### config.mk
export PLATFORM = sky130hd
export DESIGN_NAME = axi_lite_slave_regs
export DESIGN_NICKNAME = d
export VERILOG_FILES = /design/src/rtl/axi_lite_slave_regs.sv
export SDC_FILE = /design/constraint.sdc
export NUM_CORES = 1
export LEC_CHECK = 0
export BUFFER_PORTS_ARGS = -buffer_cell sky130_fd_sc_hd__buf_2
export CAP_MARGIN = 20
export CELL_PAD_IN_SITES_DETAIL_PLACEMENT = 0
export CELL_PAD_IN_SITES_GLOBAL_PLACEMENT = 1
export CORE_MARGIN = 1.5
export CORE_UTILIZATION = 40
export DETAILED_ROUTE_END_ITERATION = 10
export GPL_ROUTABILITY_DRIVEN = 0
export PLACE_DENSITY_LB_ADDON = 0.1
export SLEW_MARGIN = 20
export SYNTH_ARGS = -nofsm -noshare
export SYNTH_HDL_FRONTEND = slang
export SYNTH_SLANG_ARGS = --single-unit
### constraint.sdc
create_clock -name ACLK -period 21.5 [get_ports ACLK]
set_input_delay 1.075 -clock ACLK [delete_from_list [all_inputs] [get_ports ACLK]]
set_output_delay 1.075 -clock ACLK [all_outputs]
set_load 0.02 [all_outputs]
### src/rtl/axi_lite_slave_regs.sv
// axi_lite_slave_regs: AXI4-Lite register bank with byte-strobe writes and SLVERR on out-of-range addresses
module axi_lite_slave_regs #(
   parameter int ADDR_WIDTH = 32,
   parameter int NUM_REGS   = 8
) (
   input  logic                     ACLK,
   input  logic                     ARESET,
   input  logic                     AWVALID,
   output logic                     AWREADY,
   input  logic [ADDR_WIDTH-1:0]    i_AWADDR,
   input  logic [2:0]               AWPROT,
   input  logic                     WVALID,
   output logic                     WREADY,
   input  logic [31:0]              i_WDATA,
   input  logic [3:0]               i_WSTRB,
   output logic                     BVALID,
   input  logic                     BREADY,
   output logic [1:0]               o_BRESP,
   input  logic                     ARVALID,
   output logic                     ARREADY,
   input  logic [ADDR_WIDTH-1:0]    i_ARADDR,
   input  logic [2:0]               ARPROT,
   output logic                     RVALID,
   input  logic                     RREADY,
   output logic [31:0]              o_RDATA,
   output logic [1:0]               o_RRESP,
   output logic [32*NUM_REGS-1:0]   o_REGS
);
   localparam int IW = $clog2(NUM_REGS);
   typedef enum logic [1:0] {IDLE, HAVE_AW, HAVE_W, RESP} wstate_e;
   wstate_e state_q, state_d;
   logic [ADDR_WIDTH-1:0] aw_addr_q, wr_addr;
   logic [31:0] w_data_q, wr_data, rdata_q;
   logic [3:0] w_strb_q, wr_strb;
   logic [1:0] bresp_q, rresp_q;
   logic rvalid_q, aw_hs, w_hs, ar_hs, commit, wr_ok, rd_ok;
   logic [IW-1:0] wr_idx, rd_idx;
   logic [31:0] regs_q [NUM_REGS];
   logic unused_prot;
   assign unused_prot = ^{AWPROT, ARPROT};
   assign AWREADY = !ARESET && (state_q == IDLE || state_q == HAVE_W);
   assign WREADY  = !ARESET && (state_q == IDLE || state_q == HAVE_AW);
   assign ARREADY = !ARESET && !rvalid_q;
   assign BVALID  = state_q == RESP;
   assign o_BRESP = bresp_q;
   assign RVALID  = rvalid_q;
   assign o_RDATA = rdata_q;
   assign o_RRESP = rresp_q;
   assign aw_hs   = AWVALID && AWREADY;
   assign w_hs    = WVALID && WREADY;
   assign ar_hs   = ARVALID && ARREADY;
   // A channel that handshakes on the commit edge is used directly, not via its buffer
   always_comb begin
      wr_addr = aw_hs ? i_AWADDR : aw_addr_q;
      wr_data = w_hs ? i_WDATA : w_data_q;
      wr_strb = w_hs ? i_WSTRB : w_strb_q;
      wr_idx  = wr_addr[IW+1:2];
      rd_idx  = i_ARADDR[IW+1:2];
      wr_ok   = (wr_addr >> (IW + 2)) == '0;
      rd_ok   = (i_ARADDR >> (IW + 2)) == '0;
      commit  = (aw_hs || state_q == HAVE_AW) && (w_hs || state_q == HAVE_W);
      state_d = state_q;
      if (state_q == RESP) state_d = BREADY ? IDLE : RESP;
      else if (commit) state_d = RESP;
      else if (aw_hs || state_q == HAVE_AW) state_d = HAVE_AW;
      else if (w_hs || state_q == HAVE_W) state_d = HAVE_W;
      else state_d = IDLE;
   end
   always_ff @(posedge ACLK or posedge ARESET) begin
      if (ARESET) begin
         state_q   <= IDLE;
         aw_addr_q <= '0;
         w_data_q  <= '0;
         w_strb_q  <= '0;
         bresp_q   <= '0;
         rvalid_q  <= 1'b0;
         rdata_q   <= '0;
         rresp_q   <= '0;
         for (int i = 0; i < NUM_REGS; i++) regs_q[i] <= '0;
      end else begin
         state_q <= state_d;
         if (aw_hs) aw_addr_q <= i_AWADDR;
         if (w_hs) begin
            w_data_q <= i_WDATA;
            w_strb_q <= i_WSTRB;
         end
         if (commit) begin
            bresp_q <= wr_ok ? 2'b00 : 2'b10;
            if (wr_ok)
               for (int b = 0; b < 4; b++)
                  if (wr_strb[b]) regs_q[wr_idx][8*b +: 8] <= wr_data[8*b +: 8];
         end
         // regs_q here is the pre-write value, so a colliding read sees old data
         if (ar_hs) begin
            rvalid_q <= 1'b1;
            rdata_q  <= rd_ok ? regs_q[rd_idx] : '0;
            rresp_q  <= rd_ok ? 2'b00 : 2'b10;
         end else if (RREADY) begin
            rvalid_q <= 1'b0;
         end
      end
   end
   for (genvar k = 0; k < NUM_REGS; k++) begin : g_regs
      assign o_REGS[32*k +: 32] = regs_q[k];
   end
endmodule

; ---- Yosys cells after proc, flatten, opt, wreduce, memory -nomap -nowiden
; Index checks and enable logic that the tools add are counted.
; W data, S select, Z words.
[classes]
div = 0
reduce_logical = 19
magnitude_cmp = 3
add_sub_neg = 0
eq_ne = 3
n_mul = 0
muxes = 38
n_shift = 0
n_bitwise = 2
[ops]
columns = cell, n
row1 = $mux W256, 10
row2 = $bwmux W256, 4
row3 = $demux W32 S3, 4
row4 = $mux W32, 6
row5 = $bmux W32 S3, 1
row6 = $logic_not A32 Y1, 2
row7 = $mux W24, 1
row8 = $mux W16, 1
row9 = $mux W2, 7
row10 = $ge A4 B4 Y1 const B, 2
row11 = $logic_and A1 B1 Y1, 8
row12 = $mux W8, 1
row13 = $not A3 Y4, 2
row14 = $eq A2 B2 Y1 const B, 2
row15 = $logic_or A1 B1 Y1, 4
row16 = $lt A4 B1 Y1 const B, 1
row17 = $mux W4, 1
row18 = $eq A2 B1 Y1 const B, 1
row19 = $logic_not A1 Y1, 2
row20 = $logic_not A2 Y1, 1
row21 = $mux W1, 2
row22 = $reduce_and A2 Y1, 1
row23 = $reduce_bool A2 Y1, 1
[totals]
memories = 0
mem_bits_rw = 0
mem_bits_ro = 0
output_inout_bits = 297
latchBits = 0
input_bits = 113
reg_bits = 363

; ---- Longest topological paths before layout
; Gate-level depths: netlist (run 1).
[depth]
depth_word = 24
mapped_depth = 10
depth_no_buf = 6

; ---- Least setup slack after synthesis (run 1)
; OpenSTA, ideal clock, no wires.
[synth_path]
path_kind = input port to flip-flop
start = in ARESET
end = reg regs_q (netlist bit o_REGS[155])
setup_slack_ns = 18.059
required_ns = 21.375
setup_time_ns = 0.125
t_arrival_ns = 3.316
path_stages = 7
path_cell_list = buf_4 > nor3b_4 > nand3_1 > or3_1 > buf_6 > a2111oi_4 > mux2_2
[synth_between]
elab_chain_cells = 20
[synth_rtl]
columns = item, line_no
row1 = start: declaration, 7  ; input logic ARESET,
row2 = $logic_not A1 Y1 (no line) (*), -
row3 = $logic_and A1 B1 Y1, 41  ; assign AWREADY = !ARESET && (state_q == IDLE || state_q == HAVE_W);
row4 = $logic_and A1 B1 Y1, 49  ; assign aw_hs = AWVALID && AWREADY;
row5 = $mux W32, 54  ; wr_addr = aw_hs ? i_AWADDR : aw_addr_q;
row6 = $not A3 Y4 (implied by the code), 91  ; if (wr_strb[b]) regs_q[wr_idx][8*b +: 8] <= wr_data[8*b +: 8];
row7 = $demux W32 S3, 91
row8 = $bwmux W256, 91
row9 = $mux W256, 91
row10 = [... 4 more ...], -
row11 = $mux W256, 89  ; if (wr_ok)
row12 = $mux W256, 87  ; if (commit) begin
row13 = $bwmux W256, 91
row14 = $mux W256, 91
row15 = $mux W256, 89
row16 = $mux W256, 87
row17 = $bwmux W256, 91
row18 = $mux W256, 91
row19 = end signal: indexed assignment, 91
row20 = end: declaration, 38  ; logic [31:0] regs_q [NUM_REGS];
; Every way passes the cells marked *; elsewhere a longest branch is shown, timed or not. The select of a mux whose other input is x is not followed.
; A chain may end at the register's enable or synchronous reset.

; ---- Worst setup path after layout (run 1)
[layout_path]
start = in ARESET
end = reg regs_q (netlist bit o_REGS[144])
[layout_between]
elab_chain_cells = 20
[layout_rtl]
columns = item, line_no
row1 = $logic_not A1 Y1 (no line) (*), -
row2 = $logic_and A1 B1 Y1 (*), 41
row3 = $logic_and A1 B1 Y1 (*), 49
row4 = $mux W32 (*), 54
row5 = net wr_addr[2], 32  ; logic [ADDR_WIDTH-1:0] aw_addr_q, wr_addr;
row6 = $not A3 Y4 (implied by the code) (*), 91
row7 = $demux W32 S3, 91
row8 = $bwmux W256, 91
row9 = [... 5 more ...], -
row10 = $mux W256, 89
row11 = $mux W256, 87
row12 = $bwmux W256, 91
row13 = $mux W256, 91
row14 = $mux W256, 89
row15 = $mux W256, 87
row16 = $bwmux W256, 91
row17 = $mux W256 (*), 91
; Mark *: on every way through the listed nets, which the timed path passes. The rest lies on a longest branch. The select of a mux whose other input is x is not followed.

==> results of run 1 <==
==> report_power, final <==
part	internal, W	switching (W)
clock network	0.000398	0.000276
registers	0.000740	0.0000304
logic	0.0000796	0.000173
total	0.00122	0.000480
==> cells in the mapped netlist (2+ instances only) <==
library cell	n	area, sq um
dfrtp_1	359	8980
mux2_2	288	3240
nand2_1	133	499
mux4_2	64	1440
mux2i_1	36	360
o21ai_0	33	165
nand4_1	30	188
clkbuf_1	24	90.1
nor4_1	19	119
buf_1	16	60.1
nor2_1	11	41.3
inv_1	6	22.5
nand3_1	6	30.0
a2111oi_4	4	110
a22oi_1	4	30.0
buf_4	4	30.0
mux2_4	4	60.1
nand4b_1	4	35.0
a21oi_1	3	15.0
and2_1	3	18.8
buf_6	3	33.8
nor3b_1	3	22.5
and2b_1	2	15.0
buf_2	2	10.0
nor3_1	2	10.0
or3_1	2	12.5
==> state kept, by name (all words and copies together), names as in the netlist, 2 cells and up <==
| register | flops |
|---|---|
| w_data_q | 32 |
| state_q | 2 |
| aw_addr_q | 30 |
| o_RDATA | 32 |
| w_strb_q | 4 |
| o_REGS | 256 |
==> per-layer routing <==
layer,GRT usage,share of wire,vias to the layer above
li1,-,-,4821
met1,0.307,0.42,5603
met2,0.401,0.48,336
met3,0.0646,0.070,61
met4,0.0714,0.024,2
met5,0,0.00027,-
==> worst min-delay path, stage by stage, from the launching register on <==
cell and delay [ps]:
dfrtp_1 340, nand2_1 40, o21ai_0 60
==> kinds of logic (layout without fill, tap and decap cells) <==
kind of cell,count (synthesis),in the layout,share of synthesized area
other,1,5,0.000238
multiplexers,393,393,0.325
buffers and inverters,55,489,0.0156
AO/OA/AOI/OAI,49,49,0.0230
AND/OR/NAND/NOR,221,221,0.0670
flip-flops,359,359,0.570
==> layout make-up <==
type / instances / area, sq um / share of cell area
tap: 518 / 648 / 0.0330
multi-input combinational: 665 / 6570 / 0.334
timing repair buffer: 411 / 2100 / 0.107
sequential: 359 / 8980 / 0.458
clock inverter: 8 / 43.8 / 0.00223
inverter: 6 / 30.0 / 0.00153
antenna: 3 / 7.51 / 0.000382
clock buffer: 64 / 1250 / 0.0638
==> metrics by stage <==
stage	total power [W]	setup slack, ps	cells
after detailed placement	0.00104	16730	1958
after floorplan	0.000952	10260	1079
after global routing	0.00178	17470	2032
after CTS	0.00172	17300	2030
after global placement	0.00103	16750	1958
final	0.00170	17580	2034
==> path summary, 6_finish.rpt <==
| kind | start | end | slack [ps] | cells after the start |
|---|---|---|---|---|
| hold reg to reg | o_RDATA[24] | o_RDATA[24] | 470 | 2 |
| setup / recovery | ARESET | o_REGS[144] | 17580 | 8 |
| min in group asynchronous | ARESET | state_q[1] | 720 | 2 |
| hold / removal | o_RDATA[24] | o_RDATA[24] | 470 | 2 |
| max in group asynchronous | ARESET | o_RDATA[23] | 18660 | 4 |
| setup reg to reg | state_q[0] | o_REGS[144] | 17840 | 7 |
==> flow_metrics.py, run 1 <==
metrics = {
    "cells_and_area": {
        "post-route-util": 0.507,
        "final.fill_count": 3513,
        "layout_commonest_cell": "buf_2",
        "syn_to_final_growth_pct": 24.4,
        "nets": 1597,
        "fin_area_sq_um": 19600,
        "drive_above_1_share": 0.557,
        "final_cell_mix": "buf_2 (395), dfrtp_1 (359), mux2_2 (288)",
    },
    "timing": {
        "tightest_slew_ps": 979,
        "period_needed_ps": 3920,
        "worst_clock_skew_ps": 12.6,
        "finalSetupViolCount": 0,
        "slew_viol_final": 0,
        "fmax_mhz": 255,
        "hold_viol": 0,
        "setup_tns_ps": 0,
        "fin_crit_sh": 0.182,
        "hold_slack_ps": 473,
        "rsz0062_at_grt": "false",
        "relSlewSlack": 0.347,
    },
    "critical_path": {
        "worst-path-buf-inv": 3,
        "start_kind": "input pin",
        "critical_path.top_delay_family": "simple AND/OR/NAND/NOR gates",
        "path_max_fanout": 41,
        "cpMaxStageDelayCell": "nand4_1",
        "arrival_ps": 4330,
        "criticalPathCategory": "input pin to register",
        "cpPeakStageDelay_ps": 710,
        "end_kind": "register",
        "path_cells": "buf_2 -> or3b_1 -> buf_4 -> mux2i_2 -> inv_1 -> nor2_1 -> nand4_1 -> mux2_2",
        "cp.required_ps": 21920,
    },
    "clock_tree": {
        "post_cts_buffers": 0,
        "clockBufferDepth": 3,
        "clock_latency_ps": 540,
        "cts-buffers-inserted": 41,
        "hold_buffers": 0,
        "clock-sinks": 359,
        "cts_root_buf": "clkbuf_16",
        "clk_pin_slew_ps": 60,
        "cts_tree": "yes",
        "h-tree-depth": 2,
        "cts_resized": 0,
    },
    "power_and_ir_drop": {
        "powerDensity_nw_per_um2": 86.5,
        "vdd_ir_drop_max_mv": 0.0526,
        "p_leak_nw": 10.4,
    },
    "yosys": {
        "synth_cell_types": 39,
        "async_flop_share": 1.00,
        "synth-seq-area-share": 0.570,
        "synth_area_sq_um": 15800,
        "synth_top_flop_cell": "dfrtp_1",
        "syn_inst": 1078,
        "synth_warnings": 0,
        "synth_area_per_cell_sq_um": 14.6,
        "synth_seq_cells": 359,
        "synth_edf_count": 0,
    },
    "grt": {
        "grt_first_pass_wirelength_mm": 72.7,
        "antenna_found_initial": 2,
        "grt_pass1_vias": 11300,
        "grt_overflow_total": 0,
        "grtUsageTotal": 0.240,
        "grt_max_degree": 88,
    },
    "hold_path": {
        "hp-class": "register to register",
    },
    "floorplan": {
        "dieArea_sq_um": 40600,
        "die_h_microns": 202,
        "fp-row-count": 72,
        "core_area_sq_um": 38700,
        "initial_core_util": 0.407,
        "die_x_microns": 202,
        "boundaryPins": 410,
    },
    "drt": {
        "drtAntennaViolNets": 0,
        "post_drt_wl_per_cell_microns": 23.9,
        "drt_iter0_drc": 482,
        "totalWireLength_mm": 48.7,
        "drt_first_pass_iters": 4,
        "vias": 10800,
        "vias_per_cell": 5.32,
        "remaining_drc_errors": 0,
    },
    "placement": {
        "dp.final_hpwl_mm": 32.5,
        "post_dp_cell_area_sq_um": 18300,
        "portBuffers": 397,
    },
    "job": {
        "drv_cap": 0,
    },
    "status": {
        "status": "finished, final reports clean",
    },
}
Note: power is estimated with default switching activity, not from simulation.
==> inputs of run 2 (changes only) <==
- CORE_UTILIZATION: 40 -> 39
- clock period: 21.5 -> 3.15 ns (I/O delays scaled with it)
==> run 2 against run 1 <==
  * Register-to-register slack worse by 18000 ps
  * Utilization up 1.4 points
  * Power rose to 6.9 times the previous value
  * Count of clock-buffer cells in the layout down 2
  * Sequential share of layout area down 2.4 points
  * Clock power rose to 6.7 times the previous value
  * Non-clock buffer count up 114
  * Critical path depth down 2
  * Combinational power rose to 7.4 times the previous value
  * Sequential power rose to 6.8 times the previous value
  * First-iteration DRC count down 1.2%
  * Via count up 4.7%
  * Largest power group unchanged
==> flow_metrics.py, run 2 (synthesis results as in run 1) <==
metrics = {
    "critical_path": {
        "worst-path-buf-inv": 1,
        "path_max_fanout": 8,
        "cpPeakStageDelay_ps": 580,
        "cp.required_ps": 3580,
        "r2r_cells": 6,
        "criticalPathCategory": "register to register",
        "path_depth": 6,
        "start_kind": "register",
        "cpMaxStageDelayCell": "or3_1",
        "critical_path.top_delay_family": "simple AND/OR/NAND/NOR gates",
        "end_kind": "register",
        "arrival_ps": 3350,
        "path_cells": "and2_4 -> or4_4 -> or3_1 -> a2111oi_4 -> buf_4 -> mux2_2",
    },
    "drt": {
        "remaining_drc_errors": 0,
        "drt_first_pass_iters": 4,
        "drtAntennaViolNets": 0,
        "post_drt_wl_per_cell_microns": 22.9,
        "vias_per_cell": 5.26,
        "totalWireLength_mm": 49.5,
        "vias": 11300,
        "drt_iter0_drc": 476,
    },
    "floorplan": {
        "fp-row-count": 73,
        "boundaryPins": 410,
        "initial_core_util": 0.396,
        "core_area_sq_um": 39800,
        "die_x_microns": 204,
        "dieArea_sq_um": 41700,
        "die_h_microns": 204,
    },
    "cells_and_area": {
        "drive_above_1_share": 0.544,
        "largest_reg_flops": 256,
        "fin_area_sq_um": 20700,
        "seq_area_sq_um": 8980,
        "final.fill_count": 3577,
        "nets": 1711,
        "syn_to_final_growth_pct": 31.4,
        "layout_commonest_cell": "buf_2",
        "multi_input_area_sq_um": 6560,
        "final_cell_mix": "buf_2 (395), dfrtp_1 (359), mux2_2 (288)",
    },
    "timing": {
        "rsz0062_at_grt": "false",
        "hold_viol": 0,
        "tightest_slew_ps": 637,
        "finalSetupViolCount": 0,
        "relSlewSlack": 0.575,
        "fmax_mhz": 342,
        "setup_tns_ps": 0,
        "period_needed_ps": 2930,
        "slew_viol_final": 0,
        "fin_crit_sh": 0.930,
        "worst_clock_skew_ps": 12.6,
    },
    "power_and_ir_drop": {
        "switching_share": 0.285,
        "finalPower_w": 0.0117,
        "comb_power_share": 0.161,
        "p_switching_w": 0.00332,
        "vdd_ir_drop_max_mv": 0.406,
        "p_leak_nw": 10.9,
        "seqPwrFrac": 0.450,
        "powerDensity_nw_per_um2": 563,
        "clkPwrFrac": 0.389,
        "intPower_w": 0.00835,
    },
    "clock_tree": {
        "cts_root_buf": "clkbuf_16",
        "clock-sinks": 359,
        "clk_pin_slew_ps": 60,
        "clockBufferDepth": 3,
        "cts-buffers-inserted": 41,
        "post_cts_buffers": 0,
        "h-tree-depth": 2,
        "cts_tree": "yes",
        "clock_latency_ps": 550,
    },
    "placement": {
        "post_dp_cell_area_sq_um": 18800,
        "dp.final_hpwl_mm": 33.4,
        "portBuffers": 397,
    },
    "grt": {
        "grtUsageTotal": 0.238,
        "grt_first_pass_wirelength_mm": 73.9,
        "antenna_found_initial": 3,
        "grt_overflow_total": 0,
        "grt_pass1_vias": 11700,
        "grt_max_degree": 81,
    },
    "hold_path": {
        "hp-class": "input pin to register",
        "hold_path_depth": 4,
    },
    "status": {
        "status": "finished, final reports clean",
    },
    "job": {
        "drv_cap": 0,
    },
}
-- run 2: stage by stage --
| stage | cells | worst slack (ps) | utilization | hold slack, ps |
|---|---|---|---|---|
| finish | 2156 | 222 | 0.521 | 32.7 |
| global route | 2156 | 3.42 | 0.521 | 34.7 |
| CTS | 2153 | 111 | 0.520 | 1.57 |
| detailed placement | 2012 | 136 | 0.472 | 348 |
| global placement | 2012 | 190 | 0.472 | 336 |
| floorplan | 1079 | -1950 | - | 254 |
-- run 2: worst reg2reg max path, cell delays in order, from the launching register on --
cell,delay [ps]
dfrtp_1,460
and2_4,190
or4_4,540
or3_1,580
a2111oi_4,400
buf_4,280
mux2_2,360
-- run 2: power by group through the flow --
stage	combinational [W]	sequential [W]	clock (W)
final	0.00188	0.00525	0.00454
after detailed placement	0.00183	0.00533	0
after global placement	0.00181	0.00532	0
after floorplan	0.00121	0.00529	0
after CTS	0.00190	0.00525	0.00468
after global routing	0.00209	0.00530	0.00486
-- run 2: final timing paths --
kind                       slack, ps             to  startpoint
max                              220    o_REGS[157]  state_q[0]
min                               30  aw_addr_q[16]     AWVALID
min reg2reg                      470     o_RDATA[9]  o_RDATA[9]
min in group asynchronous        330  aw_addr_q[19]      ARESET
max reg2reg                      220    o_REGS[157]  state_q[0]
max in group asynchronous       1880    o_REGS[170]      ARESET
-- run 2: cell type report --
cell class | count | share of cell area
tap | 525 | 0.0317
antenna | 3 | 0.000362
multi-input combinational | 665 | 0.317
timing repair buffer | 525 | 0.156
clock buffer | 62 | 0.0567
inverter | 6 | 0.00127
clock inverter | 11 | 0.00398
sequential | 359 | 0.433
-- run 2: timing repair --
item / 4_1_cts / 5_1_grt
hold buffers: 68 / 0
hold endpoints to repair: 84 / 0
resized for setup: 0 / 1
setup endpoints to repair: 0 / 7
-- run 2: layer usage --
metal,track usage,up-vias,wire length (microns)
li1,-,5042,-
met1,0.307,5844,21000
met2,0.392,369,23700
met3,0.0588,81,3370
met4,0.0817,0,1440
met5,0,-,0
==> inputs of run 3 (changes only) <==
- RECOVER_POWER: default -> 50
==> run 3 against run 2 <==
  * Largest cell class unchanged
  * Count of clock-buffer cells in the layout unchanged
  * Wire length barely moved
  * Hold slack got worse by 3.6 ps
  * Combinational power about the same
  * Worst setup slack got worse by 3.6 ps
  * Critical path depth stayed put
  * Non-clock buffer count stayed put
  * Global-route usage unchanged
  * Via count is 0.28% lower
  * Sequential cell count unchanged
  * Design area shrank 1.6%
  * The flow now finishes with violations (capacitance limit, slew limit)
==> flow_metrics.py, run 3 (synthesis results as in run 1) <==
metrics = {
    "status": {
        "status": "finished, violations left",
        "violations": "capacitance limit, slew limit",
    },
    "grt": {
        "grtUsageTotal": 0.238,
        "grt_overflow_total": 0,
        "grt_first_pass_wirelength_mm": 73.9,
        "grt_max_degree": 81,
        "antenna_found_initial": 3,
        "grt_pass1_vias": 11700,
    },
    "critical_path": {
        "reg2reg_slack_ps": 220,
        "cp.required_ps": 3580,
        "start_kind": "register",
        "critical_path.top_delay_family": "simple AND/OR/NAND/NOR gates",
        "arrival_ps": 3360,
        "path_depth": 6,
        "r2r_cells": 6,
        "path_max_fanout": 8,
        "cpPeakStageDelay_ps": 580,
        "criticalPathCategory": "register to register",
        "path_cells": "and2_4 -> or4_4 -> or3_1 -> a2111oi_4 -> buf_4 -> mux2_2",
        "end_kind": "register",
        "cpMaxStageDelayCell": "or3_1",
        "worst-path-buf-inv": 1,
    },
    "drt": {
        "vias_per_cell": 5.24,
        "totalWireLength_mm": 49.5,
        "remaining_drc_errors": 0,
        "vias": 11300,
        "drt_iter0_drc": 468,
        "drtAntennaViolNets": 0,
        "drt_first_pass_iters": 4,
        "post_drt_wl_per_cell_microns": 22.9,
    },
    "floorplan": {
        "die_x_microns": 204,
        "core_area_sq_um": 39800,
        "dieArea_sq_um": 41700,
        "initial_core_util": 0.396,
        "boundaryPins": 410,
        "die_h_microns": 204,
        "fp-row-count": 73,
    },
    "clock_tree": {
        "cts-buffers-inserted": 41,
        "cts_tree": "yes",
        "cts_root_buf": "clkbuf_16",
        "clk_pin_slew_ps": 60,
        "clock-sinks": 359,
        "clock_latency_ps": 550,
        "h-tree-depth": 2,
        "clockBufferDepth": 3,
    },
    "timing": {
        "hold_viol": 0,
        "tightest_slew_ps": 1810,
        "finalSetupViolCount": 0,
        "hold_slack_ps": 29.1,
        "worst_clock_skew_ps": 12.8,
        "fin_crit_sh": 0.931,
        "relSlewSlack": -0.209,
        "rsz0062_at_grt": "false",
        "setup_tns_ps": 0,
        "slew_viol_final": 152,
        "period_needed_ps": 2930,
        "fmax_mhz": 341,
    },
    "cells_and_area": {
        "multi_input_area_sq_um": 6560,
        "final.fill_count": 3671,
        "layout_commonest_cell": "dfrtp_1",
        "drive_above_1_share": 0.434,
        "syn_to_final_growth_pct": 29.4,
        "final_cell_mix": "dfrtp_1 (359), mux2_2 (288), buf_2 (219)",
        "nets": 1711,
        "largest_reg_flops": 256,
        "seq_area_sq_um": 8980,
    },
    "power_and_ir_drop": {
        "vdd_ir_drop_max_mv": 0.409,
        "p_leak_nw": 10.1,
        "powerDensity_nw_per_um2": 571,
    },
    "hold_path": {
        "hold_path_depth": 4,
        "hp-class": "input pin to register",
    },
    "job": {
        "drv_cap": 2,
    },
    "placement": {
        "portBuffers": 397,
        "dp.final_hpwl_mm": 33.4,
    },
}
## run 3: cell count changes in the layout (fill, tap and decap cells not counted)
cell,change
buf_12,-6
buf_4,-3
clkinvlp_2,+1
clkbuf_1,+180
diode_2,+1
buf_2,-176
clkinvlp_4,-1
clkbuf_2,+5
## run 3: power by group
part           total (W)  internal, W  switching (W)
Sequential       0.00525      0.00505       0.000198
Clock            0.00454      0.00265        0.00189
Combinational    0.00187     0.000635        0.00123
Total             0.0117      0.00834        0.00332
## run 3: worst register-to-register path: cells and delay by family (launching register included)
| family | cells | cell delay (ps) |
|---|---|---|
| and+or+nand+nor | 3 | 1310 |
| DFF | 1 | 460 |
| muxes | 1 | 360 |
| buffers and inverters | 1 | 270 |
| AOI/OAI and AO/OA | 1 | 430 |
## run 3: per-stage QoR
| stage | worst slack [ps] | utilization | total power, W | area, sq um | instances |
|---|---|---|---|---|---|
| finish | 218 | 0.512 | 0.0117 | 20400 | 2157 |
| floorplan | -1950 | - | 0.00650 | 15800 | 1079 |
| CTS | 111 | 0.520 | 0.0118 | 20700 | 2153 |
| detailed placement | 136 | 0.472 | 0.00716 | 18800 | 2012 |
| global route | 3.42 | 0.512 | 0.0122 | 20400 | 2156 |
| global placement | 190 | 0.472 | 0.00713 | 18800 | 2012 |
## run 3: final cells by class
class | instances | share of cell area
Sequential cell | 359 | 0.440
Clock buffer | 62 | 0.0576
Timing Repair Buffer | 525 | 0.143
Inverter | 6 | 0.00117
Antenna cell | 4 | 0.000491
Tap cell | 525 | 0.0322
Multi-Input combinational cell | 665 | 0.322
Clock inverter | 11 | 0.00405
## run 3: final timing paths
kind                            endpoint     startpoint
setup reg to reg              o_REGS[56]     state_q[0]
hold / removal             aw_addr_q[16]        AWVALID
max in group asynchronous     o_REGS[84]         ARESET
setup / recovery              o_REGS[56]     state_q[0]
hold reg to reg            aw_addr_q[27]  aw_addr_q[27]
min in group asynchronous  aw_addr_q[19]         ARESET
## run 3: what timing repair did
action	CTS	global route
hold endpoints to repair	84	0
hold buffers	68	0
resized for setup	0	1
endpoints found under the setup margin	0	7
setup buffers	0	0
## run 3: per-layer routing
metal  wire length, microns  GRT usage
met3                   3330     0.0588
met2                  23700      0.392
met5                      0          0
met4                   1490     0.0817
met1                  21000      0.307
